### src/rtl/riscv_pkg.sv
// riscv_pkg: FSM state encoding and the NOP instruction word shared by the
// instruction memory responder and its bench.
package riscv_pkg;
  typedef enum logic [1:0] {IDLE, WAIT, RESP} imem_state_e;
  localparam logic [31:0] NOP = 32'h0000_0013;
endpackage

### src/rtl/wait_counter.sv
// wait_counter: loadable down-counter that saturates at zero and flags it.
module wait_counter #(
  parameter int W = 4
) (
  input  logic         clk,
  input  logic         rst,
  input  logic         load_i,
  input  logic [W-1:0] load_val_i,
  input  logic         dec_i,
  output logic         zero_o
);
  logic [W-1:0] cnt_q, cnt_d;
  always_comb cnt_d = load_i ? load_val_i : (dec_i && cnt_q != '0) ? cnt_q - W'(1) : cnt_q;
  always_ff @(posedge clk or negedge rst)
    if (!rst) cnt_q <= '0;
    else cnt_q <= cnt_d;
  assign zero_o = cnt_q == '0;
endmodule

### src/rtl/imem_responder.sv
// imem_responder: instruction memory with a fixed-latency fetch response and a loader write port.
// Define IMEM_RANGE_CHK_EN to flag and suppress out-of-range accesses instead of wrapping them.
module imem_responder
  import riscv_pkg::*;
#(
  parameter int WIDTH       = 32,
  parameter int ADDR_WIDTH  = 8,
  parameter int DEPTH       = 64,
  parameter int WAIT_STATES = 2
) (
  input  logic                  clk,
  input  logic                  rst,
  input  logic                  req_valid,
  output logic                  req_ready,
  input  logic [ADDR_WIDTH-1:0] req_addr,
  output logic                  resp_valid,
  input  logic                  resp_ready,
  output logic [WIDTH-1:0]      resp_instr,
  output logic                  resp_err,
  input  logic                  wr_en,
  input  logic [ADDR_WIDTH-1:0] wr_addr,
  input  logic [WIDTH-1:0]      wr_data
);
  localparam int IW = DEPTH > 1 ? $clog2(DEPTH) : 1;
  localparam logic [3:0] LOAD = 4'(WAIT_STATES > 0 ? WAIT_STATES - 1 : 0);
  localparam logic [WIDTH-1:0] NOP_W = WIDTH'(NOP);
  logic [WIDTH-1:0] mem [DEPTH];
  imem_state_e state_q, state_d;
  logic [WIDTH-1:0] instr_q, instr_d;
  logic err_q, err_d;
  logic req_hs, resp_hs, rd_oor, wr_oor, cnt_zero;
  logic [IW-1:0] rd_idx, wr_idx;
  // DEPTH is a power of two, so truncation is the modulo wrap
  assign rd_idx = IW'(req_addr);
  assign wr_idx = IW'(wr_addr);
`ifdef IMEM_RANGE_CHK_EN
  assign rd_oor = 32'(req_addr) >= DEPTH;
  assign wr_oor = 32'(wr_addr) >= DEPTH;
`else
  assign rd_oor = 1'b0;
  assign wr_oor = 1'b0;
`endif
  assign resp_valid = state_q == RESP;
  assign req_ready  = state_q == IDLE || (resp_valid && resp_ready);
  assign req_hs     = req_valid && req_ready;
  assign resp_hs    = resp_valid && resp_ready;
  assign resp_instr = resp_valid ? instr_q : NOP_W;
  assign resp_err   = resp_valid && err_q;
  always_ff @(posedge clk)
    if (wr_en && !wr_oor) mem[wr_idx] <= wr_data;
  wait_counter #(.W(4)) u_wait (
    .clk       (clk),
    .rst       (rst),
    .load_i    (req_hs && WAIT_STATES > 0),
    .load_val_i(LOAD),
    .dec_i     (state_q == WAIT),
    .zero_o    (cnt_zero)
  );
  // the read happens here, before this edge's write lands, giving read-before-write
  always_comb begin
    state_d = state_q;
    instr_d = instr_q;
    err_d   = err_q;
    if (state_q == WAIT && cnt_zero) state_d = RESP;
    if (resp_hs) state_d = IDLE;
    if (req_hs) begin
      state_d = WAIT_STATES > 0 ? WAIT : RESP;
      instr_d = rd_oor ? NOP_W : mem[rd_idx];
      err_d   = rd_oor;
    end
  end
  always_ff @(posedge clk or negedge rst)
    if (!rst) begin
      state_q <= IDLE;
      instr_q <= NOP_W;
      err_q   <= 1'b0;
    end else begin
      state_q <= state_d;
      instr_q <= instr_d;
      err_q   <= err_d;
    end
endmodule
### config.mk
export PLATFORM = sky130hd
export DESIGN_NAME = imem_responder
export DESIGN_NICKNAME = d
export VERILOG_FILES = /design/src/rtl/riscv_pkg.sv /design/src/rtl/wait_counter.sv /design/src/rtl/imem_responder.sv
export SDC_FILE = /design/constraint.sdc
export NUM_CORES = 2
export LEC_CHECK = 0
export ABC_AREA = 1
export CAP_MARGIN = 25
export CELL_PAD_IN_SITES_DETAIL_PLACEMENT = 0
export CELL_PAD_IN_SITES_GLOBAL_PLACEMENT = 1
export CORE_AREA = 2 2 413 824
export CTS_BUF_LIST = sky130_fd_sc_hd__clkbuf_8
export CTS_CLUSTER_DIAMETER = 60
export CTS_CLUSTER_SIZE = 40
export DETAILED_ROUTE_END_ITERATION = 8
export DIE_AREA = 0 0 415 826
export DONT_BUFFER_PORTS = 1
export PLACE_DENSITY_LB_ADDON = 0.1
export SLEW_MARGIN = 20
export SYNTH_ARGS = -nofsm -noshare
export SYNTH_HDL_FRONTEND = slang
export SYNTH_SLANG_ARGS = --single-unit
### constraint.sdc
create_clock -name clk -period 3.6 [get_ports clk]
set_clock_uncertainty 0.1 [all_clocks]
set_input_delay 0.72 -clock clk [delete_from_list [all_inputs] [get_ports clk]]
set_output_delay 0.72 -clock clk [all_outputs]
set_load 0.05 [all_outputs]
# == After elaboration in Yosys (flattened, before gate mapping) ==
# Memories as Yosys holds them, arrays and structs flattened. A register that Yosys moved wholly into a read port is not among the register bits.
# Index checks and enable logic that the tools add are counted.
# word_totals
mem_bits_rw,2048
in_bits,53
out_inout_bits,35
mem_count,1
romBits,0
latchBits,0
regBits,6
# memory_table
name,words,width,rd,rd_clocked_by_memory_dff,write_ports,line,text
mem,64,32,1,1,1,imem_responder.sv:27,logic [WIDTH-1:0] mem [DEPTH];
# classes
multipliers,0
bitwise,0
n_addsub,1
mux,8
eq_ne,2
n_reduce_logical,11
shifts,0
div,0
magnitude_cmp,0
# op_table
cell,n
$mux W32,1
$mux W4,2
$mux W2,3
$logic_and A1 B1 Y1,4
$logic_not A4 Y1,1
$reduce_bool A4 Y1,1
$sub A4 B1 Y4 const B,1
$reduce_bool A3 Y1,1
$eq A2 B1 Y1 const B,1
$eq A2 B2 Y1 const B,1
$logic_not A2 Y1,1
$mux W1,2
$reduce_bool A2 Y1,1
$logic_not A1 Y1,1
$logic_or A1 B1 Y1,1

# == Longest topological paths before layout ==
# logic_depth
depth_word,5
ltp_mapped,13
depth_no_buf,9

# == Modules after synthesis ==
# Synthesis repeated with hierarchy kept, for this count alone.
# unflattened
cells_unflattened,6884
area_unflattened_um2,83760.3
# by_module_without_submodules
mod,n_inst,area_each_um2,cells_per_inst
imem_responder,1,83465.0,6838
wait_counter,1,295.3,46

# == Least setup slack after synthesis ==
# Ideal clock, no wire load.
# synth_timing
kind,input -> register
start,input wr_en
end,memory mem[48][0] (enable)
required_ns,2.998
setup_ns,0.502
path_stages,3
path_slack_ns,-1.350
arrival_ns,4.348
path_cell_list,clkbuf_1 > nand4_1 > nor4_1
# synth_between
elab_chain_len,2
# synth_lines
element,line,text
start: declaration,imem_responder.sv:20,"input logic wr_en,"
$mux W1,imem_responder.sv:50,if (wr_en && !wr_oor) mem[wr_idx] <= wr_data;
$mux W1 (implied by the code),imem_responder.sv:50,
end: declaration,imem_responder.sv:27,
# Every way passes these cells.

# == Worst setup path after layout ==
# layout_timing
start,register state_q[1]
end,output resp_instr[5]
# layout_between
elab_chain_len,2
# layout_lines
element,line,text
start: declaration,imem_responder.sv:28,"imem_state_e state_q, state_d;"
start signal: assignment,imem_responder.sv:78,state_q <= state_d;
$eq A2 B2 Y1,imem_responder.sv:43,assign resp_valid = state_q == RESP;
net resp_valid,imem_responder.sv:16,"output logic resp_valid,"
$mux W32,imem_responder.sv:47,assign resp_instr = resp_valid ? instr_q : NOP_W;
end: declaration,imem_responder.sv:18,"output logic [WIDTH-1:0] resp_instr,"
# The timed path passes the listed nets, and every way through them passes these cells.

==> reports/results.ini <==
[outcome]
status=finished clean

[logic_synthesis]
synth-edff-count=2048
synthCells=6856
syn_area_per_cell_um2=12.2
synthTopCellsByCount=nand2_1, edfxtp_1, nand3_1, buf_2, clkbuf_1
synth_top_family_by_area=simple AND/OR/NAND/NOR gates
synthFlopType=edfxtp_1
yosys_warnings=0
synth_compound_area_share_pct=0.0642
synthesis.area_mm2=0.0837
synthTopCellsByArea=edfxtp_1, nand3_1, nand2_1
synthMuxAreaShare_pct=0
synthAdderAreaFrac_pct=0.0299
yosys.area.top_type_share_pct=73.4
ys_ff_latch=2086
ys_types=25
synthXorXnorAreaFrac_pct=0
synth-simple-area-share_pct=22.1
ys_seq_area_share_pct=74.6
syn_nets=6911
async_flop_share_pct=1.82
synth_largest_area_cell=edfxtp_1
synth.most_common_cell=nand2_1

[worst_setup_path]
arrival_ps=2590
rrSetupSlack_ps=940
required_ps=2780
r2r-end=instr_q[10]$_DFFE_PN0P_
r2r_start=state_q[0]$_DFFE_PN0P_
end_kind=output port
critPathLaunchType=flip-flop
reg2regPathDepth=10
crit_fanout=22
crit_type=reg -> out

[global_routing]
overflow=0
grt_usage_pct=17.7
grt_antenna_before_repair=18
grt_pass1_vias=52700
grt_pass1_wl_mm=431
grt_max_degree=514

[timing]
fin_tns_setup_ps=0
setup_ws_ps=194
setup_violations=0
timing.fmax_mhz=294
tightest_slew_ps=1080
slew_viol_final=0
hold_viol_final=0
fin_crit_ps=3410
rsz0062_at_grt=false
period_share_pct=94.6
max_slew_margin_pct=27.9

[drt]
drt_iter0_drc=3764
wl_per_cell_um=27.1
drtAntennaViolNets=0
vias_per_cell=4.66
drtPass1Iterations=5
num_vias=53600
drc=0
finalWirelength_mm=311

[die]
rows=301
core_mm2=0.336
dieArea_mm2=0.343
start_util_pct=24.9
die_h_um=826
pin_count=88
die_w_um=415

[layout]
fin_nets=7058
drive_above_1_share_pct=10.3
stdcell_count=11500
synthToLayoutAreaGrowth_pct=15.1
fin_area_mm2=0.0964
fillCellCount=34400

[cts]
cts_tree=built
clkTransAtPathRegs_ps=140
cts.sinks=2086
root_buffer=clkbuf_8
clk_latency_ps=1010
htree_levels=4
cts_inserted_buffers=139
clk_path_buf_depth=4

[worst_hold_path]
hold_path_depth=5
hp-start=req_addr[3]
holdPathEnd=instr_q[4]$_DFFE_PN1P_
hold_class=in -> reg

[power_and_ir_drop]
p_leak_uw=0.0326
cellPowerDensity_mw_per_mm2=453
total_power_uw=43700
peakVddDrop_uv=268

[placement]
post-place-ws_ps=-1390
placed_area_mm2=0.0918
hpwl_mm=172
gp_congestion=0.720
dp.cells=11200
numPortBuffers=0

[flow_run]
drv_cap=0

[per-stage QoR]
stage	hold slack, ps	utilization [%]
floorplan	324	-
CTS	11.7	28.6
detailed placement	326	27.3
global placement	326	27.3
global route	35.0	28.7
finish	103	28.7
[final cells by class]
class	instances	area, um^2	share of cell area (%)
clock inverter	97	1020	1.05
inverter	49	230	0.239
timing repair buffer	465	5990	6.21
multi-input combinational	4262	19200	19.9
clock buffer	145	2000	2.07
tap	4393	5500	5.70
antenna	7	17.5	0.0182
sequential	2086	62500	64.8
[flip-flops by register name, summed over array words and instances, names as in the netlist]
name,cells
u_wait.cnt_q,4
instr_q,32
mem,2048
state_q,2
[report_power, final]
| group | switching [uW] | leakage [uW] | total (uW) | internal [uW] |
|---|---|---|---|---|
| Combinational | 2270 | 0.0121 | 3210 | 938 |
| Sequential | 33.0 | 0.0189 | 26800 | 26800 |
| Clock | 8970 | 0.00152 | 13600 | 4670 |
[cells by family (layout without fill, tap and decap cells)]
group	count (synthesis)	in the layout
AND/OR/NAND/NOR	4249	4249
flip-flops	2086	2086
adder cells (fa/ha/maj)	2	2
AO/OA/AOI/OAI	10	10
other	1	8
buffers and inverters	508	756
[critical path, stage by stage (launching register included)]
cell and delay (ps):
dfrtp_1 370, inv_1 100, nor2_4 310, buf_6 170, inv_6 80, nor2_1 140
buf_4 160, buf_4 200
[layout by cell type (no fill, tap or decap), types with 5 or more instances in the layout]
cell and instances:
nor2_4 58, clkbuf_8 145, nand2_1 2114, o21ai_0 6, clkinvlp_4 16, nor2_1 24
inv_12 5, buf_12 119, buf_16 42, edfxtp_1 2048, clkinv_4 9, nand4_1 10
buf_4 255, clkinv_1 7, inv_6 13, nand3_1 2024, inv_8 15, dfrtp_1 35
diode_2 7, inv_1 49, dlygate4sd3_1 43, clkinv_2 11, bufinv_16 7, clkinv_8 7
nor4_4 8, nor2_2 5
[routing by layer]
layer  global-route usage (%)  share of wire, %  vias to the layer above
li1                         -                 -                    24700
met1                     21.5                41                    27700
met2                     33.6                54                      896
met3                     1.56               2.9                      267
met4                     3.69               2.0                        2
met5                        0            0.0042                        -
[worst max-delay path by stage]
stage / from / end / cells past startpoint
floorplan: wr_en / mem[48][0]$_DFFE_PP_ / 3
global placement: req_addr[0] / instr_q[21]$_DFFE_PN0P_ / 13
detailed placement: req_addr[0] / instr_q[21]$_DFFE_PN0P_ / 13
CTS: state_q[1]$_DFFE_PN0P_ / resp_instr[5] / 7
global route: state_q[1]$_DFFE_PN0P_ / resp_instr[29] / 7
finish: state_q[1]$_DFFE_PN0P_ / resp_instr[5] / 7
[repair_timing]
action / 4_1_cts / 5_1_grt
setup endpoints to repair: 47 / 4
gates resized for setup: 15 / 0
pin swaps: 0 / 0
hold endpoints to repair: 2204 / 0
setup buffers: 1 / 0
gates cloned: 1 / 1
hold buffers: 78 / 0
Power figures use the tool's default switching activity.
